--- src/rtl/id_ex_stage_reg.sv ---
// ID/EX pipeline register with load-use hazard detection, bubble insertion,
// branch flush, downstream hold and a saturating bubble counter.
module id_ex_stage_reg #(
    parameter int DATA_W = 32,
    parameter int CTRL_W = 8,
    parameter int CNT_W  = 16
) (
    input  logic              clk,
    input  logic              rst_n,
    input  logic              id_valid_i,
    input  logic [4:0]        id_rs_i,
    input  logic [4:0]        id_rt_i,
    input  logic              id_uses_rt_i,
    input  logic [4:0]        id_dest_i,
    input  logic [DATA_W-1:0] id_rs_data_i,
    input  logic [DATA_W-1:0] id_rt_data_i,
    input  logic [DATA_W-1:0] id_imm_i,
    input  logic [CTRL_W-1:0] id_ctrl_i,
    input  logic              flush_i,
    input  logic              hold_i,
    output logic              ex_valid_o,
    output logic [4:0]        ex_rs_o,
    output logic [4:0]        ex_rt_o,
    output logic [4:0]        ex_dest_o,
    output logic [DATA_W-1:0] ex_rs_data_o,
    output logic [DATA_W-1:0] ex_rt_data_o,
    output logic [DATA_W-1:0] ex_imm_o,
    output logic [CTRL_W-1:0] ex_ctrl_o,
    output logic              stall_o,
    output logic [CNT_W-1:0]  bubble_cnt_o
);

    logic              valid_q, valid_d;
    logic [4:0]        rs_q, rs_d, rt_q, rt_d, dest_q, dest_d;
    logic [DATA_W-1:0] rs_data_q, rs_data_d, rt_data_q, rt_data_d, imm_q, imm_d;
    logic [CTRL_W-1:0] ctrl_q, ctrl_d;
    logic [CNT_W-1:0]  cnt_q, cnt_d;
    logic              haz;

    // Only a load (memread) in EX can create a hazard; $0 is never a real dependency.
    assign haz = valid_q & ctrl_q[1] & (dest_q != 5'd0) & id_valid_i &
                 ((dest_q == id_rs_i) | (id_uses_rt_i & (dest_q == id_rt_i)));

    // hold is gated so stall reads 0 while reset is asserted
    assign stall_o = haz | (hold_i & rst_n);

    always_comb begin
        valid_d   = valid_q;
        rs_d      = rs_q;
        rt_d      = rt_q;
        dest_d    = dest_q;
        rs_data_d = rs_data_q;
        rt_data_d = rt_data_q;
        imm_d     = imm_q;
        ctrl_d    = ctrl_q;
        cnt_d     = cnt_q;
        if (flush_i || (!hold_i && haz)) begin
            valid_d   = 1'b0;
            rs_d      = '0;
            rt_d      = '0;
            dest_d    = '0;
            rs_data_d = '0;
            rt_data_d = '0;
            imm_d     = '0;
            ctrl_d    = '0;
            if (!flush_i && cnt_q != '1) cnt_d = cnt_q + 1'b1;
        end else if (!hold_i) begin
            valid_d   = id_valid_i;
            rs_d      = id_rs_i;
            rt_d      = id_rt_i;
            dest_d    = id_dest_i;
            rs_data_d = id_rs_data_i;
            rt_data_d = id_rt_data_i;
            imm_d     = id_imm_i;
            ctrl_d    = id_valid_i ? id_ctrl_i : '0;
        end
    end

    always_ff @(posedge clk or negedge rst_n) begin
        if (!rst_n) begin
            valid_q   <= 1'b0;
            rs_q      <= '0;
            rt_q      <= '0;
            dest_q    <= '0;
            rs_data_q <= '0;
            rt_data_q <= '0;
            imm_q     <= '0;
            ctrl_q    <= '0;
            cnt_q     <= '0;
        end else begin
            valid_q   <= valid_d;
            rs_q      <= rs_d;
            rt_q      <= rt_d;
            dest_q    <= dest_d;
            rs_data_q <= rs_data_d;
            rt_data_q <= rt_data_d;
            imm_q     <= imm_d;
            ctrl_q    <= ctrl_d;
            cnt_q     <= cnt_d;
        end
    end

    assign ex_valid_o   = valid_q;
    assign ex_rs_o      = rs_q;
    assign ex_rt_o      = rt_q;
    assign ex_dest_o    = dest_q;
    assign ex_rs_data_o = rs_data_q;
    assign ex_rt_data_o = rt_data_q;
    assign ex_imm_o     = imm_q;
    assign ex_ctrl_o    = ctrl_q;
    assign bubble_cnt_o = cnt_q;

endmodule
--- config.mk ---
export PLATFORM = sky130hd
export DESIGN_NAME = id_ex_stage_reg
export DESIGN_NICKNAME = d
export VERILOG_FILES = /design/src/rtl/id_ex_stage_reg.sv
export SDC_FILE = /design/constraint.sdc
export NUM_CORES = 1
export LEC_CHECK = 0
export BUFFER_PORTS_ARGS = -buffer_cell sky130_fd_sc_hd__buf_2
export CORE_MARGIN = 3
export CORE_UTILIZATION = 49
export DETAILED_ROUTE_END_ITERATION = 16
export HOLD_SLACK_MARGIN = 0.12
export PLACE_DENSITY = 0.85
export SLEW_MARGIN = 20
export SYNTH_ARGS = -nofsm -noshare
export SYNTH_HDL_FRONTEND = slang
export SYNTH_SLANG_ARGS = --single-unit
--- constraint.sdc ---
create_clock -name clk -period 5.48 [get_ports clk]
set_input_delay 1.096 -clock clk [delete_from_list [all_inputs] [get_ports clk]]
set_output_delay 1.096 -clock clk [all_outputs]
set_load 0.01 [all_outputs]
* Yosys cells after proc, flatten, opt, wreduce, memory -nomap -nowiden
Index checks and enable logic that the tools add are counted.
** Cells by class
- Add/sub/neg operators :: 1
- Equality and inequality tests :: 4
- Muxes and demuxes :: 17
- Bitwise operators :: 8
- Reductions and logical operators :: 7
** Operators by type and width (count)
- 2-to-1 mux 32 bit :: 6
- 2-to-1 mux 5 bit :: 6
- 2-to-1 mux 8 bit :: 3
- adder 16 x 1 -> 16 bit (second input constant) :: 1
- != test 16 bit (second input constant) :: 1
- == test 5 bit :: 2
- bitwise AND 1 bit :: 6
- nonzero test 5 bit :: 1
- logical AND 1 bit :: 2
- logical NOT 1 bit :: 2
- 2-to-1 mux 1 bit :: 2
- != test 2 x 1 -> 1 bit (second input constant) :: 1
- bitwise OR 1 bit :: 2
- AND reduction 2 bit :: 1
- logical OR 1 bit :: 1
** Storage, ports and cells
- Bits in registers :: 136
- Input port bits :: 125
- Logic and storage cells :: 46

* Longest topological paths before layout
- Depth in word-level cells :: 7
- Depth in mapped cells :: 7
- Gate-level depth less buffers :: 6

* Worst setup path after synthesis
No wires, ideal clock.
- Path type :: input to output
- Start :: input id_rt_i[3]
- End :: output stall_o
- Data arrival time :: 2.365 ns
- Data required time :: 4.384 ns
- Path slack :: 2.019 ns
- Stages :: 5
- Path through :: xor2_1 > nor4_1 > a32oi_1 > clkbuf_1 > o31ai_1
** Between the ends
- Cells in the longest elaborated chain, start to end :: 5
** Ends and longest elaborated chain
- start: declaration :: line 12 : input logic [4:0] id_rt_i,
- == test 5 bit :: line 42 : ((dest_q == id_rs_i) | (id_uses_rt_i & (dest_q == id_rt_i)));
- bitwise AND 1 bit :: line 42
- bitwise OR 1 bit :: line 42
- bitwise AND 1 bit :: line 41 : assign haz = valid_q & ctrl_q[1] & (dest_q != 5'd0) & id_valid_i &
- bitwise OR 1 bit :: line 45 : assign stall_o = haz | (hold_i & rst_n);
- end: declaration :: line 29 : output logic stall_o,
Every way passes these cells.

* Worst setup path after layout
Ends and elaborated chain as after synthesis.

==> results.txt <==
----------------------------------------------------
[Outcome]
  Result of the run ... finished, final reports clean

[Floorplanning]
  Vertical die dimension ... 109 um
  Starting utilization of the core area ... around 52%
  Width of the chip ... 109 um
  Area of the core ... 10000 um2
  Floorplan die area ... 11800 um2
  Num ports ... 262
  Number of cell rows ... 36

[Final layout]
  Commonest cells after routing, fill and taps aside ... buf_2, dfrtp_1, a22o_1
  Share of post-route cells with drive strength above 1 ... 47.6%
  Final Util ... 72.1%
  Final Instance Count excl. Fillers ... between 700 and 800
  Post-synthesis to final-layout area growth ... 39.8%
  Most common cell after layout, fill and taps aside ... buf_2
  Post-layout instance area ... 7210 um2
  Number of nets at the end of the flow ... 754
  Antenna diode count ... 0

[Placement]
  Number of input and output port buffers inserted ... 261
  Final estimated routing congestion in global placement ... around 0.82
  Number of placed instances, taps included ... around 740
  Placed Area ... between 6000 and 7000 um2
  Post-place setup slack ... 1.99 ns
  DP HPWL ... 9840 um

[Logic synthesis]
  Cell type with the largest total area after synthesis ... dfrtp_1
  Area contributors post-synth ... dfrtp_1, a22o_1, xor2_1, a32o_1, clkbuf_1
  Syn nets ... roughly 500
  Number of register bits inferred by synthesis ... around 140
  Cell Area, Synth ... roughly 5200 um2
  Register area share after synthesis ... 66.0%
  Area fraction of the dominant cell type after synthesis ... 66.0%
  Mean instance size in the synthesized netlist ... 13.9 um2
  Warnings from Yosys ... 0
  Cell count after synthesis ... 371
  Count of distinct cell types in the synthesized netlist ... 28

[Worst setup path]
  FF-to-FF Start ... ex_dest_o[2]
  CP Capture Point ... stall_o
  Critical Path, Cell by Cell ... buf_2 -> xor2_1 -> nor4_1 -> a32oi_1 -> buf_4 -> o31ai_1 -> buf_2
  Cell with the biggest individual delay on the critical path ... nor4_1
  Reg-to-Reg End ... ex_ctrl_o[4]
  Largest fanout on the critical path ... 17
  Startpoint types ... primary input
  Crit Path Class ... primary input to primary output
  Critical path data required time ... ~4.4 ns
  Flop-to-flop setup slack ... 2.89 ns
  Data arrival time of the critical path ... about 2.4 ns
  Most prevalent standard cell on the critical path ... buf_2
  Largest stage delay, worst path ... roughly 0.30 ns
  Crit path launch ... id_rt_i[3]
  Reg2reg path depth ... 7
  CP endpoint kind ... primary output

[Global route]
  Pin count of the biggest net entering global routing ... ~120
  Global-route usage over all layers ... 24.1%
  Global-route wire length before repair ... between 20000 and 25000 um
  Initial antenna violation count ... 0
  Via count of the first global-routing pass ... 4232
  Aggregate global routing overflow ... 0

[STA]
  Post-layout minimum cycle time ... approximately 3.5 ns
  Setup clock skew after layout ... 0.00718 ns
  Number of setup violations in the final report ... 0
  Transition at the pin with the smallest max-transition slack ... 0.891 ns
  Relative slew slack ... 40.6%
  Final Max Tran Viols ... 0
  Worst path setup slack after routing ... 1.96 ns
  Final hold vios ... 0
  Final clock period utilization by the worst path ... 64.2%
  Worst hold margin ... approximately 0.49 ns
  Sum of negative setup slack ... 0 ns
  Highest attainable clock frequency ... 284 MHz
  RSZ-0062 raised after global routing ... no

[CTS]
  Cells resized by post-CTS repair ... 0
  CTS H-Tree Depth ... 4
  Insertion delay of the later-clocked pin in the worst-skew pair ... a little over 0.5 ns
  Clock sinks ... 136
  Clock tree from TritonCTS ... built
  Clock root buffer master ... clkbuf_8
  Buffer depth of the longest clock path ... 2
  Number of buffers added to fix hold violations after cts ... 0
  Number of buffers inserted during clock tree synthesis ... 17
  Count of buffers added by post-CTS timing repair for setup ... 0
  CTS clk-pin slew, worst paths ... approximately 0.06 ns

[Route]
  Via Count ... between 4000 and 5000
  Average vias per placed instance ... 5.56
  Number of DRC markers in iteration 0 ... 350
  Routed length per instance ... 18.4 um
  Post-detailed-routing wire length ... ~14000 um
  Final ANT Viol Nets ... 0
  Total DRC errors in the routed layout ... 0
  Pre-Repair DR Iteration Count ... 4

[Power]
  Power per standard cell area ... 349 nW/um2
  Cell leakage power ... between 3 and 4 nW
  Worst voltage drop across the vdd grid ... around 0.19 mV
  Overall power consumption ... 2.51 mW

[Job]
  Max-cap check violation count ... 0

[Hold path]
  Beginning of the worst hold path ... ex_ctrl_o[3]
  Min-delay worst type ... flip-flop to flip-flop

----------------------------------------------------
[cell usage after synthesis]
cell type and count:
nand3_1 5, o21ai_2 1, o31a_1 1, and4_1 1
or2_2 1, nor4_1 4, clkbuf_1 18, nor2b_1 1
o31ai_1 1, inv_1 1, nand4_1 9, xor2_1 23
a32oi_1 1, o21ba_2 1, mux2_2 2, dfrtp_1 136
or4_1 2, a2111oi_0 1, nand2_1 6, a22o_1 112
nor3_1 11, ha_1 1, a32o_1 8, or3_1 1
nor2_1 10, buf_2 11, xnor2_1 1, o21ai_0 1
[worst max-delay path, delay by kind of cell]
kind                   cells  cell delay (ns)
AO/OA/AOI/OAI              2             0.40
XOR/XNOR                   1             0.14
buffers and inverters      3             0.49
AND/OR/NAND/NOR            1             0.30
[registers in the layout, summed over array words and instances, names as in the netlist]
signal        cells
ex_ctrl_o         8
ex_imm_o         32
bubble_cnt_o     16
ex_dest_o         5
ex_rt_o           5
ex_rt_data_o     32
ex_valid_o        1
ex_rs_o           5
ex_rs_data_o     32
[how the worst min path moves through the flow]
| stage | end | slack (ns) | cells past startpoint |
|---|---|---|---|
| 6_report | ex_ctrl_o[3] | 0.49 | 1 |
| 4_1_cts | ex_ctrl_o[3] | 0.49 | 1 |
| 3_3_place_gp | ex_ctrl_o[0] | 0.47 | 1 |
| 3_5_place_dp | ex_imm_o[11] | 0.48 | 1 |
| 2_1_floorplan | bubble_cnt_o[6] | 0.52 | 1 |
| 5_1_grt | ex_imm_o[13] | 0.51 | 1 |
[metal layers]
metal  up-vias  GRT usage [%]  share of wire, %
li1       1941              -                 -
met5         -              0                 0
met1      2129           29.7                40
met4         0           8.48               1.7
met2       213           40.7                51
met3        20           6.99               7.6
[power breakdown]
| part | internal (mW) | switching, mW |
|---|---|---|
| registers | 1.05 | 0.0322 |
| clock network | 0.775 | 0.412 |
| logic | 0.111 | 0.130 |
[cells by family (layout without fill, tap and decap cells)]
family	count (synthesis)	in the layout	synth area share, %
XOR/XNOR	24	24	4.08
adder cells (fa/ha/maj)	1	1	0.243
AND/OR/NAND/NOR	51	51	5.12
multiplexers	2	2	0.437
flip-flops	136	136	66.0
buffers and inverters	30	300	2.45
AO/OA/AOI/OAI	127	127	21.7
[cell type report]
class / count / area [um2]
fillers: 710 / 2790
clock inverters: 11 / 170
multi-input cells: 205 / 1640
clock buffers: 21 / 459
repair buffers: 267 / 1370
well taps: 133 / 166
inverters: 1 / 3.75
flip-flops and latches: 136 / 3400
No activity file was read; power rests on OpenSTA's default activity.
